===== src/rtl/fetch_prefetch_unit.sv =====
// Pipelined instruction fetch front end: credit-limited memory requester feeding
// an in-order prefetch queue, with redirect flush and stale-response dropping.
module fetch_prefetch_unit #(
  parameter int unsigned     XLEN            = 32,
  parameter logic [XLEN-1:0] RESET_PC        = 32'h8000_0000,
  parameter int unsigned     QUEUE_DEPTH     = 4,
  parameter int unsigned     MAX_OUTSTANDING = 2
) (
  input  logic                         clk_i,
  input  logic                         rst_ni,
  input  logic                         enable_i,
  input  logic                         redirect_i,
  input  logic [XLEN-1:0]              redirect_pc_i,
  output logic                         mem_req_o,
  output logic [XLEN-1:0]              mem_addr_o,
  input  logic                         mem_gnt_i,
  input  logic                         mem_rvalid_i,
  input  logic [31:0]                  mem_rdata_i,
  output logic                         instr_valid_o,
  output logic [31:0]                  instr_o,
  output logic [XLEN-1:0]              instr_pc_o,
  input  logic                         instr_ready_i,
  output logic [$clog2(QUEUE_DEPTH):0] queue_count_o,
  output logic                         fetch_idle_o
);

  localparam int unsigned PTR_W = $clog2(QUEUE_DEPTH);
  localparam int unsigned CNT_W = PTR_W + 1;
  localparam int unsigned OUT_W = $clog2(MAX_OUTSTANDING + 1);
  localparam int unsigned SUM_W = 32;

  logic [XLEN-1:0]  fetch_pc_r;
  logic [XLEN-1:0]  resp_pc_r;
  logic [OUT_W-1:0] outstanding_r;
  logic [OUT_W-1:0] drop_r;
  logic [PTR_W-1:0] rd_ptr_r;
  logic [PTR_W-1:0] wr_ptr_r;
  logic [CNT_W-1:0] count_r;
  logic [31:0]      instr_q_r [QUEUE_DEPTH];
  logic [XLEN-1:0]  pc_q_r    [QUEUE_DEPTH];

  logic             credit_ok_s;
  logic             req_s;
  logic             grant_s;
  logic             rsp_s;
  logic             push_s;
  logic             valid_s;
  logic             pop_s;
  logic [OUT_W-1:0] out_nxt_s;
  logic [CNT_W-1:0] count_nxt_s;
  logic [XLEN-1:0]  redirect_addr_s;

  assign redirect_addr_s = {redirect_pc_i[XLEN-1:2], 2'b00};

  // Issue credit, handshakes and next-state counters.
  always_comb begin
    credit_ok_s = (SUM_W'(outstanding_r) < SUM_W'(MAX_OUTSTANDING)) &&
                  ((SUM_W'(outstanding_r) + SUM_W'(count_r)) < SUM_W'(QUEUE_DEPTH));
    req_s       = rst_ni & enable_i & ~redirect_i & credit_ok_s;
    grant_s     = req_s & mem_gnt_i;
    // A response with nothing outstanding is a protocol error and is ignored.
    rsp_s       = mem_rvalid_i & (outstanding_r != {OUT_W{1'b0}});
    push_s      = rsp_s & (drop_r == {OUT_W{1'b0}}) & ~redirect_i;
    valid_s     = (count_r != {CNT_W{1'b0}}) & ~redirect_i;
    pop_s       = valid_s & instr_ready_i;
    out_nxt_s   = outstanding_r + OUT_W'(grant_s) - OUT_W'(rsp_s);
    case ({push_s, pop_s})
      2'b10:   count_nxt_s = count_r + CNT_W'(1'b1);
      2'b01:   count_nxt_s = count_r - CNT_W'(1'b1);
      default: count_nxt_s = count_r;
    endcase
  end

  // PCs, in-flight accounting and queue pointers.
  always_ff @(posedge clk_i or negedge rst_ni) begin
    if (!rst_ni) begin
      fetch_pc_r    <= RESET_PC;
      resp_pc_r     <= RESET_PC;
      outstanding_r <= {OUT_W{1'b0}};
      drop_r        <= {OUT_W{1'b0}};
      rd_ptr_r      <= {PTR_W{1'b0}};
      wr_ptr_r      <= {PTR_W{1'b0}};
      count_r       <= {CNT_W{1'b0}};
    end else if (redirect_i) begin
      // Everything still in flight after this cycle's response belongs to the old stream.
      fetch_pc_r    <= redirect_addr_s;
      resp_pc_r     <= redirect_addr_s;
      outstanding_r <= out_nxt_s;
      drop_r        <= out_nxt_s;
      rd_ptr_r      <= {PTR_W{1'b0}};
      wr_ptr_r      <= {PTR_W{1'b0}};
      count_r       <= {CNT_W{1'b0}};
    end else begin
      outstanding_r <= out_nxt_s;
      count_r       <= count_nxt_s;
      if (grant_s) begin
        fetch_pc_r <= fetch_pc_r + XLEN'(32'd4);
      end
      if (rsp_s && (drop_r != {OUT_W{1'b0}})) begin
        drop_r <= drop_r - OUT_W'(1'b1);
      end
      if (push_s) begin
        resp_pc_r <= resp_pc_r + XLEN'(32'd4);
        wr_ptr_r  <= wr_ptr_r + PTR_W'(1'b1);
      end
      if (pop_s) begin
        rd_ptr_r <= rd_ptr_r + PTR_W'(1'b1);
      end
    end
  end

  // Prefetch queue storage.
  always_ff @(posedge clk_i or negedge rst_ni) begin
    if (!rst_ni) begin
      for (int i = 0; i < QUEUE_DEPTH; i++) begin
        instr_q_r[i] <= 32'h0000_0000;
        pc_q_r[i]    <= {XLEN{1'b0}};
      end
    end else if (push_s) begin
      instr_q_r[wr_ptr_r] <= mem_rdata_i;
      pc_q_r[wr_ptr_r]    <= resp_pc_r;
    end else begin
      instr_q_r[wr_ptr_r] <= instr_q_r[wr_ptr_r];
      pc_q_r[wr_ptr_r]    <= pc_q_r[wr_ptr_r];
    end
  end

  // Output drive; head contents are masked while not valid.
  always_comb begin
    mem_req_o     = req_s;
    mem_addr_o    = fetch_pc_r;
    instr_valid_o = valid_s;
    queue_count_o = count_r;
    fetch_idle_o  = (outstanding_r == {OUT_W{1'b0}}) && (count_r == {CNT_W{1'b0}});
    if (valid_s) begin
      instr_o    = instr_q_r[rd_ptr_r];
      instr_pc_o = pc_q_r[rd_ptr_r];
    end else begin
      instr_o    = 32'h0000_0000;
      instr_pc_o = {XLEN{1'b0}};
    end
  end

endmodule


===== config.mk =====
export PLATFORM = sky130hd
export DESIGN_NAME = fetch_prefetch_unit
export DESIGN_NICKNAME = d
export VERILOG_FILES = /design/src/rtl/fetch_prefetch_unit.sv
export SDC_FILE = /design/constraint.sdc
export NUM_CORES = 1
export LEC_CHECK = 0
export CAP_MARGIN = 10
export CELL_PAD_IN_SITES_DETAIL_PLACEMENT = 1
export CELL_PAD_IN_SITES_GLOBAL_PLACEMENT = 1
export CORE_MARGIN = 2
export CORE_UTILIZATION = 50
export DETAILED_ROUTE_END_ITERATION = 7
export PLACE_DENSITY = 0.84
export SLEW_MARGIN = 20
export SYNTH_ARGS = -nofsm -noshare
export SYNTH_HDL_FRONTEND = slang
export SYNTH_SLANG_ARGS = --single-unit

===== constraint.sdc =====
create_clock -name clk_i -period 4.95 [get_ports clk_i]
set_input_delay 0.7425 -clock clk_i [delete_from_list [all_inputs] [get_ports clk_i]]
set_output_delay 0.7425 -clock clk_i [all_outputs]
set_load 0.1 [all_outputs]

After elaboration in Yosys (flattened, before gate mapping)

Cells that the tools add are included.

Bits in registers: 331
Latch bits: 0
RAM bits: 0
Bits in read-only memories: 0
Bits of input ports: 71
Output and inout port bits: 102
Word-level logic and storage cells: 93
Memories: 0

$add $sub $neg: 10
Multipliers: 0
Div/mod/pow operators: 0
Order comparisons: 5
Equality and inequality tests: 2
Shifts and indexed selects: 0
Multiplexer cells: 34
Bitwise operators: 12
Reduce and logical (&&, ||, !) cells: 15

Operator list:

| kind                  | number |
|---|---|
| $bwmux 128            | 4 |
| $mux 32               | 15 |
| $bmux 32 s2           | 4 |
| $mux 128              | 2 |
| $add 32x3->32 const B | 2 |
| $demux 32 s2          | 1 |
| $mux 2                | 6 |
| $reduce_bool 2->1     | 6 |
| $and 1x1->1           | 9 |
| $ge 3x3->1 const B    | 2 |
| $not 2->3             | 2 |
| $pmux 3 s2            | 1 |
| $reduce_bool 3->1     | 2 |
| $add 2x1->2 const B   | 2 |
| $add 2x3->4           | 1 |
| $logic_and 1x1->1     | 4 |
| $logic_not 2->1       | 2 |
| $lt 4x3->1 const B    | 1 |
| $add 3x1->3 const B   | 1 |
| $logic_not 3->1       | 1 |
| $lt 3x1->1 const B    | 1 |
| $mux 3                | 1 |
| $sub 3x1->3 const B   | 1 |
| $add 2x1->2           | 1 |
| 6 further kinds       | 6 |

Logic depth before layout (Yosys ltp)

Depth in word-level cells: 8
Gate-level depth with buffers: 12
Gate-level depth less buffers: 11

Worst setup path after synthesis

Ideal clock, no wire load.

Path type: register to output
From: register count_r[2] (netlist: queue_count_o[2])
To: output port fetch_idle_o
Data arrival time: 4.164 ns
Data required time: 4.208 ns
Path slack: 0.043 ns
Stages on the path, launching flop included: 3
Path buffers: 0
Path through: dfrtp_1 -> nor2_1 -> nor4b_1

Word-level cells in the longest chain between the ends: 2

Ends and longest elaborated chain:

| item                     | line | text |
|---|---|---|
| start: declaration       | 38   | `logic [CNT_W-1:0] count_r;` |
| start signal: assignment | 83   | `count_r <= {CNT_W{1'b0}};` |
| start signal: assignment | 92   | `count_r <= {CNT_W{1'b0}};` |
| start signal: assignment | 95   | `count_r <= count_nxt_s;` |
| $logic_not 3->1          | 134  | `fetch_idle_o = (outstanding_r == {OUT_W{1'b0}}) && (count_r == {CNT_W{1'b0}});` |
| $logic_and 1x1->1        | 134  |  |
| end: declaration         | 24   | `output logic fetch_idle_o` |

No other way between the ends.

Worst setup path in the final report

From: register rd_ptr_r[1]
To: output port instr_pc_o[14]

Word-level cells in the longest chain between the ends: 5

Ends and longest elaborated chain:

| item                                        | line | text |
|---|---|---|
| start: declaration                          | 36   | `logic [PTR_W-1:0] rd_ptr_r;` |
| start signal: assignment                    | 81   | `rd_ptr_r <= {PTR_W{1'b0}};` |
| start signal: assignment                    | 90   | `rd_ptr_r <= {PTR_W{1'b0}};` |
| start signal: assignment                    | 107  | `rd_ptr_r <= rd_ptr_r + PTR_W'(1'b1);` |
| $not 2->3 (implied by the code)             | 137  | `instr_pc_o = pc_q_r[rd_ptr_r];` |
| $bmux 32 s2                                 | 137  |  |
| $mux 32 (implied by the code) (2 in series) | 137  |  |
| $mux 32                                     | 135  | `if (valid_s) begin` |
| end: declaration                            | 21   | `output logic [XLEN-1:0] instr_pc_o,` |

No other way between the ends. The select of a mux whose other input is x is not followed.

==> flow_metrics.env <==
export IMPL_fin_crit_sh_pct=80.3
export IMPL_crit_fanout=33
export IMPL_finalSetupViolCount=0
export IMPL_ctsResizeCount=0
export IMPL_ant_nets=0
export IMPL_tightestPinTransition_ns=1.00
export IMPL_start_kind="flop"
export IMPL_synth_edf_count=0
export IMPL_nNetsFinal=1747
export IMPL_dp_final_hpwl_mm=32.1
export IMPL_ir_drop_uv=477
export IMPL_antenna_found_initial=0
export IMPL_fin_skew_ns=0.0124
export IMPL_cts_tree="done"
export IMPL_ys_top_cells_by_count="dfrtp_1 (325), nor2_1 (271), a21oi_1 (255)"
export IMPL_cts_setup_buffers=0
export IMPL_synth_top_area_cell="dfrtp_1"
export IMPL_drt_iter0_drc=1016
export IMPL_cts_path_max_buffers=3
export IMPL_synthFlopType="dfrtp_1"
export IMPL_wire_per_inst_um=24.6
export IMPL_cts_hold_buf=0
export IMPL_period_needed_ns=3.98
export IMPL_pre_cts_ws_ns=1.52
export IMPL_synth_area_mm2=0.0172
export IMPL_antenna_cells=0
export IMPL_clock_fmax_mhz=251
export IMPL_dr_pass1_iters=5
export IMPL_clock_tree_root_cell="clkbuf_16"
export IMPL_dieHeight_um=190
export IMPL_worstPathArrival_ns=3.23
export IMPL_synth_compound_area_share_pct=10.3
export IMPL_portBuffers=168
export IMPL_die_area_mm2=0.0359
export IMPL_avgSynthCellArea_um2=11.1
export IMPL_post_route_drc_count=0
export IMPL_yosysWarnings=0
export IMPL_synthCells=1553
export IMPL_synth_top_family_by_area="multiplexers"
export IMPL_overflow=0
export IMPL_synth_cell_types=57
export IMPL_cts_buffers=38
export IMPL_gp_congestion=0.799
export IMPL_drive_gt1_share_pct=18.4
export IMPL_synthMuxAreaShare_pct=21.9
export IMPL_worst_skew_pair_late_latency_ns=0.53
export IMPL_status="complete, no violations"
export IMPL_route_vias_total=13600
export IMPL_syn2layout_area_growth_pct=17.9
export IMPL_clk_pin_slew_ns=0.06
export IMPL_grt_first_pass_wirelength_mm=84.5
export IMPL_row_count=67
export IMPL_synth_area_leaders="dfrtp_1 (47%), mux4_2 (17%), a21oi_1 (7.4%)"
export IMPL_clkSinkCount=327
export IMPL_final_hold_violation_count=0
export IMPL_rsz0062_at_grt="false"
export IMPL_core_mm2=0.0337
export IMPL_slew_viol_final=0
export IMPL_vias_per_cell=6.33
export IMPL_fin_ws_ns=0.973
export IMPL_async_reset_ff_share_pct=100
export IMPL_start_util_pct=51.1
export IMPL_total_power_uw=13000
export IMPL_synth_most_common_cell="dfrtp_1"
export IMPL_synth_top_area_share_pct=47.2
export IMPL_io_pins=173
export IMPL_die_w_um=190
export IMPL_synth_seq_area_share_pct=47.5
export IMPL_min_path_type="input port to async pin"
export IMPL_leakagePower_uw=0.00737
export IMPL_grt_max_degree=78
export IMPL_slew_headroom_pct=33.1
export IMPL_grt_pass1_vias=14900
export IMPL_drv_cap=0
export IMPL_endpoint_kind="output port"
export IMPL_worst_ep_required_time_ns=4.21
export IMPL_criticalPathCategory="flop to output port"
export IMPL_cellPowerDensity_mw_per_mm2=641
export IMPL_htree_levels=2
export IMPL_track_usage_pct=30.0
export IMPL_finalSetupTns_ns=0
export IMPL_synth_simple_area_share_pct=13.5
export IMPL_synthAdderAreaFrac_pct=0.843
export IMPL_synth_xor_area_share_pct=2.59
export IMPL_wl_mm=52.7
export IMPL_ys_seq_elements=327
[worst max-delay path, stage by stage, from the launching register on]
cell and delay [ns]:
dfrtp_2 1.00, mux4_2 0.42, and2_1 0.14, clkdlybuf4s50_1 1.12
[kinds of logic (layout without fill, tap and decap cells)]
family | after synthesis | count (layout)
adder cells (fa/ha/maj) | 11 | 11
AND/OR/NAND/NOR | 492 | 492
multiplexers | 213 | 213
flip-flops | 327 | 327
XOR/XNOR | 51 | 51
AO/OA/AOI/OAI | 324 | 324
buffers and inverters | 134 | 272
other | 1 | 2
[layer usage]
| metal | up-vias | share of wire, % | track usage [%] |
|---|---|---|---|
| met5 | - | 0 | 0 |
| met4 | 0 | 3.2 | 10.8 |
| met3 | 133 | 6.0 | 4.81 |
| met2 | 490 | 50 | 51.0 |
| met1 | 7114 | 40 | 39.2 |
| li1 | 5815 | - | - |
[metrics by stage]
| step | hold WS [ns] | std cells | cell area, um2 | util, % |
|---|---|---|---|---|
| 6_report | 0.174 | 2140 | 20300 | 60.3 |
| 5_1_grt | 0.230 | 2140 | 20300 | 60.3 |
| 4_1_cts | 0.206 | 2140 | 20300 | 60.3 |
| 3_5_place_dp | 0.531 | 2073 | 19000 | 56.5 |
| 3_3_place_gp | 0.503 | 2073 | 19000 | 56.5 |
| 2_1_floorplan | 0.447 | 1554 | 17200 | - |
[state kept, by name, summed over array words and instances, names as in the netlist]
| name | count |
|---|---|
| drop_r | 2 |
| outstanding_r | 2 |
| resp_pc_r | 30 |
| rd_ptr_r | 2 |
| wr_ptr_r | 2 |
| instr_q_r | 128 |
| mem_addr_o | 30 |
| pc_q_r | 128 |
| queue_count_o | 3 |
[cell type report]
class / instances / area, um2
tap: 448 / 561
multi-input combinational: 1093 / 8520
clock inverter: 8 / 118
sequential: 327 / 8200
inverter: 15 / 58.8
fill: 3541 / 13400
timing repair buffer: 190 / 1700
clock buffer: 59 / 1150
[power breakdown]
part	internal, uW	leakage [uW]	switching, uW	total (uW)
Sequential	3430	0.00331	818	4250
Combinational	2010	0.00343	3840	5850
Clock	1760	0.000621	1150	2910
Total	7190	0.00737	5810	13000
[worst paths after layout]
path	from	to	slack, ns	cells past startpoint
min reg2reg	pc_q_r[1]	pc_q_r[1]	0.54	1
min in group clk_i	pc_q_r[1]	pc_q_r[1]	0.54	1
max reg2reg	wr_ptr_r[0]	instr_q_r[43]	1.93	5
max	rd_ptr_r[1]	instr_pc_o[14]	0.97	3
min	rst_ni	pc_q_r[97]	0.17	1
max in group asynchronous	rst_ni	pc_q_r[54]	2.80	3
[placed cells by master (no fill, tap or decap), drive strengths merged, types with 3 or more instances in the layout]
master | Yosys | layout
buf | 35 | 83
nand3 | 28 | 28
nor4 | 7 | 7
nand2b | 9 | 9
o21a | 5 | 5
a31oi | 4 | 4
o311ai | 8 | 8
and4 | 4 | 4
dfrtp | 325 | 325
ha | 10 | 10
mux2 | 23 | 23
inv | 14 | 14
clkinv | 1 | 5
nand4 | 28 | 28
clkdlybuf4s50 | 0 | 107
and3 | 10 | 10
a21oi | 255 | 255
a21boi | 16 | 16
or3 | 3 | 3
clkbuf | 84 | 59
o21ai | 19 | 19
mux4 | 128 | 128
mux2i | 62 | 62
nor2b | 4 | 4
xor2 | 25 | 25
nand2 | 47 | 47
nor3 | 10 | 10
nor2 | 272 | 272
o211ai | 8 | 8
and2 | 66 | 66
bufinv | 0 | 3
xnor2 | 26 | 26
(Power assumes the default switching activity.)
